$ cat src/rtl/sx_bus_pkg.sv
// rtl/sx_bus_pkg.sv - shared types, constants and cycle decode for the 386SX bus target
package sx_bus_pkg;

  typedef enum logic [2:0] {
    IDLE = 3'd0,
    WAIT = 3'd1,
    REQ  = 3'd2,
    ACK  = 3'd3,
    DONE = 3'd4
  } state_t;

  typedef enum logic [1:0] {
    CYC_MEM,
    CYC_IO,
    CYC_INTA,
    CYC_SPECIAL
  } cyc_t;

  localparam int          TMR_W      = 10;
  localparam logic [15:0] DATA_FLOAT = 16'hFFFF;

  // The reserved {mio,dc,wr}=3'b001 encoding is treated as I/O, so it only
  // responds when it falls inside the window.
  function automatic cyc_t decode_cycle(input logic mio, input logic dc, input logic wr);
    if (mio && !dc && wr) return CYC_SPECIAL;
    if (mio)              return CYC_MEM;
    if (dc)               return CYC_IO;
    if (!wr)              return CYC_INTA;
    return CYC_IO;
  endfunction

endpackage

$ cat src/rtl/sx_cycle_timer.sv
// rtl/sx_cycle_timer.sv - loadable saturating down-counter with zero flag
module sx_cycle_timer #(
  parameter int W = 10
) (
  input  logic         clk,
  input  logic         reset_n,
  input  logic         load,
  input  logic         en,
  input  logic [W-1:0] load_val,
  output logic         zero
);

  logic [W-1:0] cnt_q;

  always_ff @(posedge clk or negedge reset_n) begin
    if (!reset_n) begin
      cnt_q <= '0;
    end else if (load) begin
      cnt_q <= load_val;
    end else if (en && (cnt_q != '0)) begin
      cnt_q <= cnt_q - W'(1);
    end
  end

  assign zero = (cnt_q == '0);

endmodule

$ cat src/rtl/sx_bus_target.sv
// rtl/sx_bus_target.sv - 386SX local-bus target: decode, wait states, backend handoff, READY_n
module sx_bus_target
  import sx_bus_pkg::*;
#(
  parameter int                ADDR_W       = 24,
  parameter int                DATA_W       = 16,
  parameter int                WAIT_STATES  = 1,
  parameter logic [ADDR_W-1:0] WIN_BASE     = 24'hFF0000,
  parameter logic [ADDR_W-1:0] WIN_MASK     = 24'hFF0000,
  parameter int                TIMEOUT      = 64,
  parameter logic [7:0]        IACK_VECTOR  = 8'h08,
  parameter logic [ADDR_W-1:0] RESET_VECTOR = 24'hFFFFF0
) (
  input  logic              clk,
  input  logic              reset_n,
  input  logic              ads_n,
  input  logic              mio,
  input  logic              dc,
  input  logic              wr,
  input  logic              bhe_n,
  input  logic              ble_n,
  input  logic [ADDR_W-2:0] addr,
  input  logic [DATA_W-1:0] data_in,
  output logic [DATA_W-1:0] data_out,
  output logic              data_oe,
  output logic              ready_n,
  output logic              ready_oe,
  output logic              na_n,
  output logic              bk_req,
  output logic              bk_wr,
  output logic [ADDR_W-2:0] bk_addr,
  output logic [1:0]        bk_be,
  output logic [DATA_W-1:0] bk_wdata,
  input  logic              bk_ack,
  input  logic [DATA_W-1:0] bk_rdata,
  input  logic              err_clr,
  output logic              bus_err,
  output logic              rv_hit,
  output logic [2:0]        state_dbg
);

  state_t            state_q, state_d;
  cyc_t              cyc_q, cyc_in;
  logic [ADDR_W-1:0] full_addr;
  logic              win_hit, ads_take, bypass;
  logic              tmr_load, tmr_en, tmr_zero;
  logic [TMR_W-1:0]  tmr_val;
  logic              timeout_hit, rv_fetch;

  assign cyc_in      = decode_cycle(mio, dc, wr);
  assign full_addr   = {addr, 1'b0};
  assign win_hit     = ((full_addr & WIN_MASK) == (WIN_BASE & WIN_MASK));
  assign ads_take    = (state_q == IDLE) && !ads_n;
  assign bypass      = (cyc_q == CYC_INTA) || (cyc_q == CYC_SPECIAL);
  assign tmr_en      = (state_q == WAIT) || (state_q == REQ);
  assign timeout_hit = (state_q == REQ) && tmr_zero && !bk_ack;
  assign rv_fetch    = ads_take && mio && dc && !wr && (addr == RESET_VECTOR[ADDR_W-1:1]);

  // One counter serves both phases: WAIT loads the wait-state count, REQ the timeout.
  sx_cycle_timer #(.W(TMR_W)) u_timer (
    .clk      (clk),
    .reset_n  (reset_n),
    .load     (tmr_load),
    .en       (tmr_en),
    .load_val (tmr_val),
    .zero     (tmr_zero)
  );

  always_ff @(posedge clk or negedge reset_n) begin
    if (!reset_n) state_q <= IDLE;
    else          state_q <= state_d;
  end

  always_comb begin
    state_d  = state_q;
    tmr_load = 1'b0;
    tmr_val  = '0;
    case (state_q)
      IDLE: begin
        if (ads_take && ((cyc_in == CYC_INTA) || (cyc_in == CYC_SPECIAL) || win_hit)) begin
          state_d  = WAIT;
          tmr_load = 1'b1;
          tmr_val  = TMR_W'(WAIT_STATES);
        end
      end
      WAIT: begin
        if (tmr_zero) begin
          if (bypass) begin
            state_d = ACK;
          end else begin
            state_d  = REQ;
            tmr_load = 1'b1;
            tmr_val  = TMR_W'(TIMEOUT - 1);
          end
        end
      end
      REQ:     if (bk_ack || tmr_zero) state_d = ACK;
      ACK:     state_d = DONE;
      DONE:    state_d = IDLE;
      default: state_d = IDLE;
    endcase
  end

  always_ff @(posedge clk or negedge reset_n) begin
    if (!reset_n) begin
      cyc_q    <= CYC_MEM;
      bk_addr  <= '0;
      bk_be    <= '0;
      bk_wr    <= 1'b0;
      bk_wdata <= '0;
      data_out <= '0;
      bus_err  <= 1'b0;
      rv_hit   <= 1'b0;
    end else begin
      if (ads_take) begin
        cyc_q   <= cyc_in;
        bk_addr <= addr;
        bk_be   <= {~bhe_n, ~ble_n};
        bk_wr   <= wr;
      end
      if ((state_q == WAIT) && (state_d == REQ)) bk_wdata <= data_in;
      if ((state_q == WAIT) && (state_d == ACK) && (cyc_q == CYC_INTA))
        data_out <= DATA_W'({8'h00, IACK_VECTOR});
      if (state_q == REQ) begin
        if (bk_ack)        data_out <= bk_rdata;
        else if (tmr_zero) data_out <= DATA_W'(DATA_FLOAT);
      end
      // A timeout landing with err_clr keeps the flag set.
      if (timeout_hit)  bus_err <= 1'b1;
      else if (err_clr) bus_err <= 1'b0;
      if (rv_fetch) rv_hit <= 1'b1;
    end
  end

  assign ready_n   = (state_q != ACK);
  assign ready_oe  = (state_q == ACK);
  assign data_oe   = (state_q == ACK) && !bk_wr && (cyc_q != CYC_SPECIAL);
  assign bk_req    = (state_q == REQ);
  assign na_n      = 1'b1;
  assign state_dbg = state_q;

endmodule

$ cat config.mk
export PLATFORM = sky130hd
export DESIGN_NAME = sx_bus_target
export DESIGN_NICKNAME = d
export VERILOG_FILES = /design/src/rtl/sx_bus_pkg.sv /design/src/rtl/sx_cycle_timer.sv /design/src/rtl/sx_bus_target.sv
export SDC_FILE = /design/constraint.sdc
export NUM_CORES = 1
export LEC_CHECK = 0
export ABC_AREA = 1
export ABC_CLOCK_PERIOD_IN_PS = 2550
export CAP_MARGIN = 0
export CELL_PAD_IN_SITES_DETAIL_PLACEMENT = 1
export CELL_PAD_IN_SITES_GLOBAL_PLACEMENT = 1
export CORE_UTILIZATION = 33
export DETAILED_ROUTE_END_ITERATION = 7
export PLACE_DENSITY = 0.85
export SETUP_SLACK_MARGIN = 0.5
export SLEW_MARGIN = 0
export SYNTH_ARGS = -nofsm -noshare
export SYNTH_HDL_FRONTEND = slang
export SYNTH_SLANG_ARGS = --single-unit
$ cat constraint.sdc
create_clock -name clk -period 2.55 [get_ports clk]
set_clock_uncertainty 0.15 [all_clocks]
set_input_delay 0.3825 -clock clk [delete_from_list [all_inputs] [get_ports clk]]
set_output_delay 0.3825 -clock clk [all_outputs]
set_load 0.01 [all_outputs]
==> metrics.md, run 1 <==
| Metric | Value |
|---|---|
| Sw frac | `0.210` |
| Power share of the clock group | `0.437` |
| Pwr per Cell Area | `465 mW/mm^2` |
| Clock tree sinks | `75` |
| CP Class | `register to output pin` |
| CTS tree | `done` |
| Status | `complete, no violations` |
| Final setup viols | `0` |
| Total grt overflow | `0` |
| Largest net degree at the start of global routing | `43` |
| Achievable Freq | `516 MHz` |
| Clk_lat worst skew | `0.35 ns` |
| Max-Cap Viols | `0` |
| Synth top cells by count | `nand2_1 (150), dfrtp_1 (75), inv_1 (48)` |
| Ys flop type | `dfrtp_1` |
| Via count | `3228` |
| Worst Slack Setup Final | `0.613 ns` |
| Avg Inst Size Synth | `8.23 sq um` |
| Number of H-tree levels | `3` |
| Routed Antenna Nets | `0` |
| Dpl hpwl | `7820 microns` |
| Clock buffer depth | `2` |
| Post-Route WL | `10800 microns` |
| Core ar. | `0.00991 sq mm` |
| Syn Inst Count | `414` |
| Nets | `618` |
| Antenna fix cells | `0` |
| Most frequent cell after synthesis | `nand2_1` |
| Tcrit/Tclk final | `0.760` |
| Flop pwr share | `0.498` |
| Die H | `104 microns` |
| Global Route Usage Sum | `0.206` |
| Distinct cells, synth | `32` |
| Pins Over Slew Limit | `0` |
| Combinational group share of total power | `0.065` |
| Ys async rst share | `1.00` |
| Crit-path max cell delay | `0.53 ns` |
| Post-synthesis sequential area ratio | `0.551` |
| Max FO, Critical Path | `3` |
| Leading area contributor after synthesis | `dfrtp_1` |
| Leakage Power | `0.00254 uW` |
| Initial Utilization | `0.344` |
| Worst EP required | `2.02 ns` |
| Unrepaired setup endpoints after global routing | `false` |
| Num CTS Buffers | `9` |
| Via density | `4.68` |
| Total power | `2390 uW` |
| Rows | `36` |
| CTS clk-pin slew, worst paths | `0.08 ns` |
| First-pass DRT Iterations | `4` |
| Worst EP arrival | `1.40 ns` |
| Relative slew slack | `0.582` |
| Wire length of the first global-routing pass | `17300 microns` |
| Crit end category | `output pin` |
| Max IR drop VDD | `0.308 mV` |
| FILL cells | `1203` |
| Share of the synthesized area in the top cell type | `0.551` |
| Drt drc | `0` |
| Crit-path cells | `buf_4, clkdlybuf4s50_1` |
| Crit start category | `register` |
| Setup TNS | `0 ns` |
| Area Overhead vs Synth | `50.9%` |
| Syn Std Cell Area | `0.00341 sq mm` |
| DRT iter0 DRCs | `77` |
| Port bufs | `131` |
| Pint | `1890 uW` |
| Root buffer cell | `clkbuf_8` |
| Synth warn | `0` |
| EDFF count, synth | `0` |
| Share of cells above drive strength 1 | `0.0772` |
| Die W | `104 microns` |
| Sw power | `501 uW` |
| Cell at the slowest stage of the critical path | `clkdlybuf4s50_1` |
| I/O Pins | `133` |
| Clock period minus worst slack | `1.94 ns` |
| Pre-CTS WS | `0.402 ns` |
| Net Count, Synth | `480` |
| Die Area | `0.0107 sq mm` |
| Global placement routability congestion | `0.766` |
| Vias in the first global route | `3463` |
| Routed WL per cell | `15.6 microns` |
| Antenna violations before repair | `0` |
| Area contributors post-synth | `dfrtp_1 (55%), nand2_1 (17%), inv_1 (5.3%)` |
| Worst Hold Class | `register to register` |
| Seq cells post-synth | `75` |
| Hold Vio Cnt, Final | `0` |
| Worst slew pin tran | `0.625 ns` |
## cell usage in the layout, fill, tap and decap left out, types with 11 or more instances in the layout
cell             instances
nand3_1                 11
nand2_1                150
o21ai_1                 22
a21oi_1                 17
nand4_1                 14
nor2_1                  31
clkdlybuf4s50_1        126
clkbuf_8                11
dfrtp_1                 75
inv_1                   47
## final timing paths
check	startpoint	end	slack [ns]	depth (start not counted)
min in group asynchronous	reset_n	data_out[12]	0.45	2
setup / recovery	state_dbg[2]	state_dbg[2]	0.61	2
max in group asynchronous	reset_n	cyc_q[1]	1.19	3
setup reg to reg	state_dbg[2]	rv_hit	0.62	9
hold reg to reg	bk_addr[7]	bk_addr[7]	0.32	2
hold / removal	bk_addr[7]	bk_addr[7]	0.32	2
## registers in the layout, indices dropped and copies added (netlist names)
name           flops
bk_wdata          16
data_out          16
bk_be              2
bus_err            1
u_timer.cnt_q     10
cyc_q              2
bk_wr              1
rv_hit             1
state_dbg          3
bk_addr           23
## through the flow
step | hold WS [ns] | std cells | utilization | area (sq um)
2_1_floorplan | -0.0631 | 414 | - | 3410
4_1_cts | 0.329 | 690 | 0.519 | 5140
6_report | 0.323 | 690 | 0.519 | 5140
5_1_grt | 0.359 | 690 | 0.519 | 5140
3_3_place_gp | 0.271 | 670 | 0.492 | 4880
3_5_place_dp | 0.277 | 670 | 0.492 | 4880
## kinds of logic (layout without fill, tap and decap cells)
logic type / after synthesis / count (layout) / synth area share
simple gates: 221 / 221 / 0.285
flops: 75 / 75 / 0.551
buf+inv: 62 / 205 / 0.0738
compound gates: 52 / 52 / 0.0805
xor+xnor: 2 / 2 / 0.00514
fa+ha+maj: 1 / 1 / 0.00367
other cells: 1 / 1 / 0.00110
## cell type report
cell class	instances	area (sq um)	area share
repair buffers	140	1400	0.271
well taps	133	166	0.0324
inverters	49	184	0.0358
clock buffers	12	155	0.0302
clock inverters	4	72.6	0.0141
flip-flops and latches	75	1880	0.365
multi-input cells	277	1290	0.251
## metal layers
layer / GRT usage / vias up / routed length, microns
met5: 0 / - / 0
met4: 0.0766 / 0 / 180
met3: 0.0541 / 15 / 473
met2: 0.375 / 67 / 5740
met1: 0.230 / 1568 / 4370
li1: - / 1578 / -
## power groups by stage
stage                     Clock [uW]  Combinational (uW)  Sequential, uW
final                           1040                 155            1190
after global routing            1110                 169            1190
after CTS                       1060                 157            1190
after detailed placement           0                 154            1210
after global placement             0                 149            1210
after floorplan                    0                15.8            1210
## worst max-delay path, delay by kind of cell, from the launching register on
family	cells	cell delay (ns)
buffers and inverters	2	0.67
flip-flops	1	0.39
## timing repair
item | CTS | global route
hold endpoints to repair | 41 | 0
endpoints found under the setup margin | 20 | 40
pin swaps | 0 | 1
hold buffers | 1 | 0
gates resized for setup | 7 | 6
setup buffers | 3 | 0
Note: power is estimated with default switching activity, not from simulation.
==> run 2, diff against run 1 <==
--- a/config.mk
+++ b/config.mk
@@ -6,13 +6,13 @@
 export NUM_CORES = 1
 export LEC_CHECK = 0
 export ABC_AREA = 1
-export ABC_CLOCK_PERIOD_IN_PS = 2550
+export ABC_CLOCK_PERIOD_IN_PS = 1850
 export CAP_MARGIN = 0
 export CELL_PAD_IN_SITES_DETAIL_PLACEMENT = 1
 export CELL_PAD_IN_SITES_GLOBAL_PLACEMENT = 1
-export CORE_UTILIZATION = 33
+export CORE_UTILIZATION = 31
 export DETAILED_ROUTE_END_ITERATION = 7
-export PLACE_DENSITY = 0.85
+export PLACE_DENSITY = 0.81
 export SETUP_SLACK_MARGIN = 0.5
 export SLEW_MARGIN = 0
 export SYNTH_ARGS = -nofsm -noshare
==> constraint.sdc (replaced) <==
create_clock -name clk -period 1.85 [get_ports clk]
set_clock_uncertainty 0.15 [all_clocks]
set_input_delay 0.2775 -clock clk [delete_from_list [all_inputs] [get_ports clk]]
set_output_delay 0.2775 -clock clk [all_outputs]
set_load 0.01 [all_outputs]
==> metrics.md, run 2 (synthesis results as in run 1) <==
| Metric | Value |
|---|---|
| Worst setup path end | `bk_wdata[5]` |
| WP depth | `7 (+5)` |
| Post-Route WL | `16300 microns (+52%)` |
| Reg-to-Reg Start | `u_timer.cnt_q[4]` |
| Routed Antenna Nets | `0 (unchanged)` |
| Num CTS Buffers | `9 (unchanged)` |
| Area Overhead vs Synth | `87.7%` |
| Worst EP required | `1.93 ns (-0.09 ns)` |
| Die H | `107 microns (+3.1%)` |
| Total grt overflow | `0 (unchanged)` |
| Max IR drop VDD | `0.266 mV (-13%)` |
| Crit-path max cell delay | `0.47 ns (-0.06 ns)` |
| Setup TNS | `-0.627 ns (-0.627 ns)` |
| Failing checks | `setup timing` |
| Crit-path cells | `nor2_4, nand3_2, nor2_8, nand3_4, buf_12, nand2_2, o21ai_1` |
| Antenna violations before repair | `0 (unchanged)` |
| Clock tree sinks | `75 (unchanged)` |
| Root buffer cell | `clkbuf_8` |
| Clk_lat worst skew | `0.34 ns (about the same)` |
| Die W | `107 microns (+3.1%)` |
| Largest registers | `bk_addr: 23 flops, bk_wdata: 16 flops, data_out: 16 flops` |
| DRT iter0 DRCs | `127 (+65%)` |
| Post-route cell area | `0.00639 sq mm (+24%)` |
| Initial Utilization | `0.324 (-0.0196)` |
| Clock buffer depth | `2 (unchanged)` |
| Cell area after placement | `0.00505 sq mm (+3.5%)` |
| Drt drc | `0 (unchanged)` |
| Worst EP arrival | `1.99 ns (+0.59 ns)` |
| CTS clk-pin slew, worst paths | `0.09 ns (about the same)` |
| Global placement routability congestion | `0.771 (+0.61%)` |
| Worst setup path start | `u_timer.cnt_q[4]` |
| FILL cells | `1167 (-3.0%)` |
| Worst Reg2Reg Path Length in Cells | `7 (-2)` |
| Final setup viols | `22 (+22)` |
| Max-Cap Viols | `0 (unchanged)` |
| Via count | `3891 (+21%)` |
| Die Area | `0.0114 sq mm (+6.3%)` |
| Leakage Power | `0.00311 uW (+22%)` |
| Most flop-heavy register | `bk_addr` |
| Worst Slack Setup Final | `-0.0637 ns (-0.677 ns)` |
| Nets | `697 (+13%)` |
| R2r endpoint | `bk_wdata[5]` |
| First-pass DRT Iterations | `4 (unchanged)` |
| Via density | `5.05 (+7.9%)` |
| Hold Vio Cnt, Final | `0 (unchanged)` |
| WP buf/inv | `1 (-1)` |
| Total power | `3180 uW (+33%)` |
| Dpl hpwl | `8130 microns (+3.9%)` |
| CP Class | `register to register` |
| Achievable Freq | `523 MHz` |
| CTS tree | `done` |
| Wire length of the first global-routing pass | `21300 microns (+23%)` |
| Cell at the slowest stage of the critical path | `dfrtp_1` |
| Register Area | `0.00188 sq mm (about the same)` |
| Crit end category | `register` |
| Antenna fix cells | `0 (unchanged)` |
| Routed WL per cell | `21.2 microns (+36%)` |
| Share of cells above drive strength 1 | `0.513 (+0.436)` |
| Commonest cells after routing, fill and taps aside | `dfrtp_1 (74), clkdlybuf4s50_1 (63), nand2_1 (62), buf_4 (59), buf_2 (59)` |
| Pins Over Slew Limit | `0 (unchanged)` |
| Multi-input gate area | `0.00201 sq mm (+56%)` |
| Global Route Usage Sum | `0.243 (+0.0370)` |
| Largest net degree at the start of global routing | `33 (-23%)` |
| Number of H-tree levels | `3 (unchanged)` |
| Clock period minus worst slack | `1.91 ns` |
| Max reg flops | `23 (unchanged)` |
| Top delay family on crit path | `simple AND/OR/NAND/NOR gates` |
| Vias in the first global route | `4130 (+19%)` |
| Pre-CTS WS | `-0.0686 ns (-0.471 ns)` |
| Tcrit/Tclk final | `1.03` |
| Max FO, Critical Path | `32 (+29)` |
| Crit start category | `register` |
| Most common cell after layout, fill and taps aside | `dfrtp_1` |
| Port bufs | `131 (unchanged)` |
| Unrepaired setup endpoints after global routing | `true` |
| Rows | `37 (+2.8%)` |
| Status | `finished, violations left` |
| Worst Hold Class | `input port to async pin` |
| Flop2flop setup slack | `-0.06 ns (-0.68 ns)` |
| Pwr per Cell Area | `498 mW/mm^2 (+7.2%)` |
| Core ar. | `0.0105 sq mm (+6.0%)` |
| I/O Pins | `133 (unchanged)` |
## run 2: how the worst min path moves through the flow
stage	from	end	slack, ns	cells past startpoint
after global routing	reset_n	data_out[12]	0.31	2
after CTS	reset_n	data_out[13]	0.26	2
after detailed placement	reset_n	data_out[0]	0.10	1
final	reset_n	data_out[4]	0.27	2
after floorplan	reset_n	bk_addr[0]	-0.17	0
after global placement	reset_n	data_out[0]	0.09	1
## run 2: through the flow
step                utilization  hold slack (ns)  std cells
finish                    0.608            0.274        771
global route              0.608            0.305        771
CTS                       0.537            0.264        746
detailed placement        0.480            0.102        688
global placement          0.480           0.0875        688
floorplan                     -           -0.168        414
## run 2: repair_timing
action                                  4_1_cts  5_1_grt
gates cloned                                  4        1
hold buffers                                  1        0
setup buffers                                38       24
pin swaps                                    33       29
endpoints found under the setup margin      140       95
resized for setup                           349      162
hold endpoints to repair                     28        0
## run 2: metal layers
layer | routed length, microns | up-vias | part of all wire | GRT usage
met5 | 0 | - | 0 | 0
met4 | 476 | 0 | 0.029 | 0.0998
met3 | 672 | 38 | 0.041 | 0.0474
met2 | 8870 | 144 | 0.54 | 0.446
met1 | 6300 | 1957 | 0.39 | 0.275
li1 | - | 1752 | - | -
## run 2: layout make-up
| cell class | instances | share of cell area |
|---|---|---|
| clock buffers | 9 | 0.0194 |
| clock inverters | 6 | 0.0104 |
| inverters | 49 | 0.0327 |
| repair buffers | 219 | 0.302 |
| multi-input cells | 277 | 0.315 |
| flip-flops and latches | 75 | 0.294 |
| well taps | 136 | 0.0266 |
## run 2: where the power goes
| group | leakage (uW) | switching [uW] | total (uW) | internal (uW) |
|---|---|---|---|---|
| Clock | 0.0000877 | 677 | 1300 | 619 |
| Combinational | 0.00218 | 106 | 248 | 142 |
| Sequential | 0.000844 | 0.0000000000000642 | 1640 | 1640 |
## run 2: worst reg2reg max path, stage by stage (launching register included)
cell and delay, ns:
dfrtp_1 0.47, nor2_4 0.13, nand3_2 0.15, nor2_8 0.25, nand3_4 0.21, buf_12 0.25
nand2_2 0.10, o21ai_1 0.07
==> run 3, diff against run 2 <==
--- a/config.mk
+++ b/config.mk
@@ -14,7 +14,7 @@
 export DETAILED_ROUTE_END_ITERATION = 7
 export PLACE_DENSITY = 0.81
 export SETUP_SLACK_MARGIN = 0.5
-export SLEW_MARGIN = 0
+export SLEW_MARGIN = 20
 export SYNTH_ARGS = -nofsm -noshare
 export SYNTH_HDL_FRONTEND = slang
 export SYNTH_SLANG_ARGS = --single-unit
==> results of run 3 <==
No change in the layout: final DEF, timing and power equal those of run 2.
